[src/rtl/operand_fetch_pkg.sv]
// operand_fetch_pkg: shared types and sizing for the operand-fetch stage.
//   XLEN / NUM_REGS / REG_ADDR_W : data width, register count, index width
//   t_data, t_reg_addr           : data word and register index types
//   REG_ZERO                     : index of the hardwired-zero register
//   t_alu_operation              : ALU operation code issued downstream
package operand_fetch_pkg;

   localparam int unsigned XLEN       = 32;
   localparam int unsigned NUM_REGS   = 32;
   localparam int unsigned REG_ADDR_W = $clog2(NUM_REGS);

   typedef logic [XLEN-1:0]       t_data;
   typedef logic [REG_ADDR_W-1:0] t_reg_addr;

   localparam t_reg_addr REG_ZERO = '0;

   typedef enum logic [3:0] {
      ALU_OP_ADD  = 4'd0,
      ALU_OP_SUB  = 4'd1,
      ALU_OP_AND  = 4'd2,
      ALU_OP_OR   = 4'd3,
      ALU_OP_XOR  = 4'd4,
      ALU_OP_SLL  = 4'd5,
      ALU_OP_SRL  = 4'd6,
      ALU_OP_SRA  = 4'd7,
      ALU_OP_SLT  = 4'd8,
      ALU_OP_SLTU = 4'd9
   } t_alu_operation;

endpackage

[src/rtl/operand_fetch_register_file.sv]
// register_file: architectural register file, x0 hardwired to zero.
//   i_clk, i_rst          : clock, asynchronous active-high clear
//   i_rs1_addr/o_rs1_data : combinational read port 1 (write-first bypass)
//   i_rs2_addr/o_rs2_data : combinational read port 2 (write-first bypass)
//   i_wb_en/addr/data     : synchronous write port, writes to x0 dropped
module register_file
   import operand_fetch_pkg::*;
(
   input  logic      i_clk,
   input  logic      i_rst,
   input  t_reg_addr i_rs1_addr,
   output t_data     o_rs1_data,
   input  t_reg_addr i_rs2_addr,
   output t_data     o_rs2_data,
   input  logic      i_wb_en,
   input  t_reg_addr i_wb_addr,
   input  t_data     i_wb_data
);

   logic [NUM_REGS-1:0][XLEN-1:0] regs;
   logic                          wb_live;

   // Entry 0 is never written, so it stays at its cleared value of zero.
   assign wb_live = i_wb_en && (i_wb_addr != REG_ZERO);

   always_ff @(posedge i_clk or posedge i_rst) begin
      if (i_rst) begin
         regs <= '0;
      end else if (wb_live) begin
         regs[i_wb_addr] <= i_wb_data;
      end
   end

   // A write landing this cycle is visible to reads in the same cycle.
   always_comb begin
      o_rs1_data = regs[i_rs1_addr];
      if (i_rs1_addr == REG_ZERO) begin
         o_rs1_data = '0;
      end else if (wb_live && (i_wb_addr == i_rs1_addr)) begin
         o_rs1_data = i_wb_data;
      end
   end

   always_comb begin
      o_rs2_data = regs[i_rs2_addr];
      if (i_rs2_addr == REG_ZERO) begin
         o_rs2_data = '0;
      end else if (wb_live && (i_wb_addr == i_rs2_addr)) begin
         o_rs2_data = i_wb_data;
      end
   end

endmodule

[src/rtl/operand_fetch.sv]
// operand_fetch: register-read stage feeding the ALU.
//   i_clk, i_rst                 : clock, asynchronous active-high reset
//   i_valid/o_ready              : upstream handshake for decoded instructions
//   i_operation, i_rs1, i_rs2,
//   i_rd, i_imm, i_use_imm       : decoded instruction fields
//   i_flush                      : kill held and incoming instruction
//   i_wb_en/addr/data            : register file write port
//   o_valid/i_ready              : downstream handshake
//   o_operation, o_operand1,
//   o_operand2, o_rd             : registered instruction to execute
module operand_fetch
   import operand_fetch_pkg::*;
(
   input  logic           i_clk,
   input  logic           i_rst,
   input  logic           i_valid,
   output logic           o_ready,
   input  t_alu_operation i_operation,
   input  t_reg_addr      i_rs1,
   input  t_reg_addr      i_rs2,
   input  t_reg_addr      i_rd,
   input  t_data          i_imm,
   input  logic           i_use_imm,
   input  logic           i_flush,
   input  logic           i_wb_en,
   input  t_reg_addr      i_wb_addr,
   input  t_data          i_wb_data,
   output logic           o_valid,
   input  logic           i_ready,
   output t_alu_operation o_operation,
   output t_data          o_operand1,
   output t_data          o_operand2,
   output t_reg_addr      o_rd
);

   t_data     rs1_data;
   t_data     rs2_data;
   t_reg_addr held_rs1;
   t_reg_addr held_rs2;
   logic      held_use_imm;
   logic      accept;
   logic      stall;

   register_file u_register_file (
      .i_clk      (i_clk),
      .i_rst      (i_rst),
      .i_rs1_addr (i_rs1),
      .o_rs1_data (rs1_data),
      .i_rs2_addr (i_rs2),
      .o_rs2_data (rs2_data),
      .i_wb_en    (i_wb_en),
      .i_wb_addr  (i_wb_addr),
      .i_wb_data  (i_wb_data)
   );

   assign o_ready = !o_valid || i_ready;
   assign accept  = i_valid && o_ready && !i_flush;
   assign stall   = o_valid && !i_ready;

   always_ff @(posedge i_clk or posedge i_rst) begin
      if (i_rst) begin
         o_valid      <= 1'b0;
         o_operation  <= ALU_OP_ADD;
         o_operand1   <= '0;
         o_operand2   <= '0;
         o_rd         <= '0;
         held_rs1     <= '0;
         held_rs2     <= '0;
         held_use_imm <= 1'b0;
      end else if (i_flush) begin
         o_valid <= 1'b0;
      end else if (accept) begin
         o_valid      <= 1'b1;
         o_operation  <= i_operation;
         o_rd         <= i_rd;
         o_operand1   <= rs1_data;
         o_operand2   <= i_use_imm ? i_imm : rs2_data;
         held_rs1     <= i_rs1;
         held_rs2     <= i_rs2;
         held_use_imm <= i_use_imm;
      end else if (stall) begin
         // A stalled instruction snoops writeback so it never issues a
         // value that was overwritten after it was read.
         if (i_wb_en && (i_wb_addr == held_rs1) && (held_rs1 != REG_ZERO)) begin
            o_operand1 <= i_wb_data;
         end
         if (i_wb_en && (i_wb_addr == held_rs2) && (held_rs2 != REG_ZERO) &&
             !held_use_imm) begin
            o_operand2 <= i_wb_data;
         end
      end else if (o_valid && i_ready) begin
         o_valid <= 1'b0;
      end
   end

endmodule

[config.mk]
export PLATFORM = sky130hd
export DESIGN_NAME = operand_fetch
export DESIGN_NICKNAME = d
export VERILOG_FILES = /design/src/rtl/operand_fetch_pkg.sv /design/src/rtl/operand_fetch_register_file.sv /design/src/rtl/operand_fetch.sv
export SDC_FILE = /design/constraint.sdc
export NUM_CORES = 2
export LEC_CHECK = 0
export CAP_MARGIN = 20
export CORE_UTILIZATION = 49
export DETAILED_ROUTE_END_ITERATION = 8
export PLACE_DENSITY = 0.76
export SLEW_MARGIN = 40
export SYNTH_ARGS = -nofsm -noshare
export SYNTH_HDL_FRONTEND = slang
export SYNTH_SLANG_ARGS = --single-unit
[constraint.sdc]
create_clock -name i_clk -period 66.9 [get_ports i_clk]
set_clock_uncertainty 0.15 [all_clocks]
set_input_delay 20.07 -clock i_clk [delete_from_list [all_inputs] [get_ports i_clk]]
set_output_delay 20.07 -clock i_clk [all_outputs]
set_load 0.005 [all_outputs]
==> impl_results.md <==
* Hold buffer count at cts at 0
* Fin. Hold Viols at 0
* RSZ-0062 raised after global routing: false
* Mapped Cells at 4066
* Fin crit share at 0.624
* Initial core utilization at 0.497
* Post-CTS sizing at 0
* Die Y at between 300 and 400 um
* Area grow syn2layout at 11.9%
* First-pass GRT wire length at ~270000 um
* Vias per cell at 6.94
* CTS tree: done
* Clock Path Buffers at 3
* Area of the mapped netlist at 59000 sq um
* Core Util, Final at 0.556
* Arr. time, crit path at 21.54 ns
* Fraction of registers with async set or reset after synthesis at 1.00
* Die X at roughly 350 um
* Final RePlAce weighted congestion at between 0.8 and 0.9
* Total die area at 122000 sq um
* Core footprint at 119000 sq um
* Slew Viols, Final at 0
* Worst Path Required at 46.68 ns
* Worst R2R Path Depth at 8
* Rows at 126
* Vias in the first global route at 40000
* Setup crit start kind: input port
* Clk pin slew, worst setup/hold paths at roughly 0.06 ns
* Worst-margin pin slew at 0.964 ns
* Peak Freq at about 0.024 GHz
* Top-Level Pins at 170
* Setup bufs post-CTS at 0
* Sequential share of the synthesized area at 0.471
* Setup TNS at 0 ns
* Maximum VDD drop at 0.0000208 V
* Pwr dens at between 20 and 30 nW/um^2
* Leak Pwr at 28.3 nW
* Antenna viol nets, final at 0
* Max cap viols at 0
* DRT Pass-1 Iters at 5
* Initial antenna violation count at 10
* Synth Net Count at 4161
* CTS buffer count at 112
* Largest net degree at the start of global routing at 130
* Distinct cells, synth at 57
* Layout cells sized above 1 at 0.471
* Critical Path End Type: output pin
* Total number of vias at 39637
* Clk root buf: clkbuf_16
* Syn avg cell area at ~15 sq um
* Worst min path class: reg2reg
* Worst Hold Depth at 0
* Yosys warns at 0
* Crit path max fanout at 7
* Crit Path Category: in2out
* Number of buffers inserted by port buffering at 169
* Post-synth EDFFs at 0
* DR WL/cell at 32.6 um
* CTS Sinks at about 1100
* DP HPWL at 106000 um
* Top FF cell, synth: dfrtp_1
* Starting DRT DRC Count at 4964
* Outcome: finished clean
* DRC at 0
* Flops & latches, synth at between 1000 and 1500
* Worst-Skew Late Latency at 0.71 ns
* Total congestion overflow at 0
* Nets at 4119
* Number of setup violations in the final report at 0
* Min cycle time layout at approximately 42 ns
* Htree depth at 3
* Total track usage at 0.307
* Slew HR at 0.355
* Final WL at 186000 um
[through the flow]
| step | std cells | hold WS [ns] | area (sq um) | total power, mW | setup WS, ns |
|---|---|---|---|---|---|
| after floorplan | 4066 | 0.291 | 59000 | 1.18 | 15.45 |
| after global placement | 5496 | 0.227 | 61800 | 1.28 | 25.14 |
| after detailed placement | 5505 | 0.234 | 62000 | 1.30 | 25.15 |
| after CTS | 5704 | 0.249 | 65800 | 1.96 | 25.14 |
| after global routing | 5709 | 0.257 | 66000 | 2.03 | 25.01 |
| final | 5713 | 0.248 | 66000 | 1.96 | 25.14 |
[critical path, stage by stage]
cell             delay (ns)
clkdlybuf4s50_1        0.43
nor2b_1                0.42
inv_1                  0.14
clkdlybuf4s50_1        0.48
[registers in the layout, indices dropped and copies added (netlist names)]
name                  flops
held_rs2                  5
u_register_file.regs   1024
held_use_imm              1
o_operation               4
o_valid                   1
o_operand1               32
held_rs1                  5
o_rd                      5
o_operand2               32
[layer usage]
metal  routed length, um  vias up  GRT usage
met1               71800    21264      0.411
met5                  83        -          0
met3               19800      460     0.0808
met2               86500     2298      0.474
met4                8220       12      0.129
li1                    -    15603          -
[power by group]
part / switching [mW] / internal [mW]
registers: 0.0950 / 0.797
logic: 0.163 / 0.242
clock network: 0.274 / 0.389
[cells by family after synthesis]
logic type | share of synthesized area
AND/OR/NAND/NOR | 0.0290
multiplexers | 0.413
buffers and inverters | 0.0341
flip-flops | 0.471
AO/OA/AOI/OAI | 0.0508
XOR/XNOR | 0.00267
[layout make-up]
| type | count | area (sq um) |
|---|---|---|
| Timing Repair Buffer | 292 | 2870 |
| Sequential cell | 1109 | 27800 |
| Antenna cell | 4 | 10.0 |
| Multi-Input combinational cell | 2506 | 29500 |
| Inverter | 3 | 23.8 |
| Fill cell | 9196 | 52700 |
| Clock inverter | 42 | 591 |
| Clock buffer | 157 | 3240 |
| Tap cell | 1600 | 2000 |
[layout by cell type (no fill, tap or decap), types with 23 or more instances in the layout]
cell             count
clkbuf_16          115
mux4_2             447
nand3_1             29
dfrtp_1           1109
buf_6               29
a221o_1             23
buf_4               83
nand2_1            197
a21oi_1             27
mux2_2            1089
a221oi_1            52
clkdlybuf4s50_1    143
o221ai_1            47
a22oi_1             49
a211oi_1            24
mux2i_1            201
o211ai_1            52
o22ai_1             33
[Yosys cell counts, drive strengths merged, types with 2 or more instances]
cell | count | area (sq um)
nor3 | 23 | 130
o221a | 9 | 101
a221o | 23 | 230
nor2b | 26 | 163
or2 | 3 | 18.8
mux2i | 201 | 2010
nor2 | 29 | 109
nand2 | 213 | 800
xor2 | 4 | 35.0
o32ai | 2 | 17.5
nor4 | 4 | 25.0
nand2b | 3 | 18.8
o221ai | 47 | 412
a211o | 10 | 87.6
or3b | 3 | 26.3
a32oi | 14 | 123
mux2 | 1089 | 12300
o31ai | 2 | 20.0
a211oi | 24 | 180
a21o | 15 | 113
a221oi | 52 | 455
nand3 | 29 | 145
or3 | 3 | 18.8
clkbuf | 258 | 968
a22oi | 49 | 368
xnor2 | 14 | 123
nand3b | 4 | 30.0
a21oi | 27 | 135
and2 | 16 | 100
dfrtp | 1109 | 27800
mux4 | 447 | 10100
o22ai | 33 | 206
o21ai | 7 | 35.0
a2bb2oi | 7 | 61.3
nor3b | 7 | 57.6
o31a | 2 | 17.5
inv | 3 | 11.3
buf | 190 | 1030
o211ai | 52 | 390
nor4b | 3 | 26.3
[worst paths after layout]
| check | startpoint | to | slack, ns |
|---|---|---|---|
| worst max-delay path | i_ready | o_ready | 25.14 |
| worst min-delay path | u_register_file.regs[2] | u_register_file.regs[2] | 0.25 |
| worst max register to register | o_valid | o_operand1[28] | 63.29 |
| worst min register to register | u_register_file.regs[2] | u_register_file.regs[2] | 0.25 |
| max in group asynchronous | i_rst | u_register_file.regs[707] | 43.66 |
| min in group asynchronous | i_rst | u_register_file.regs[951] | 19.88 |
(Power assumes the default switching activity.)
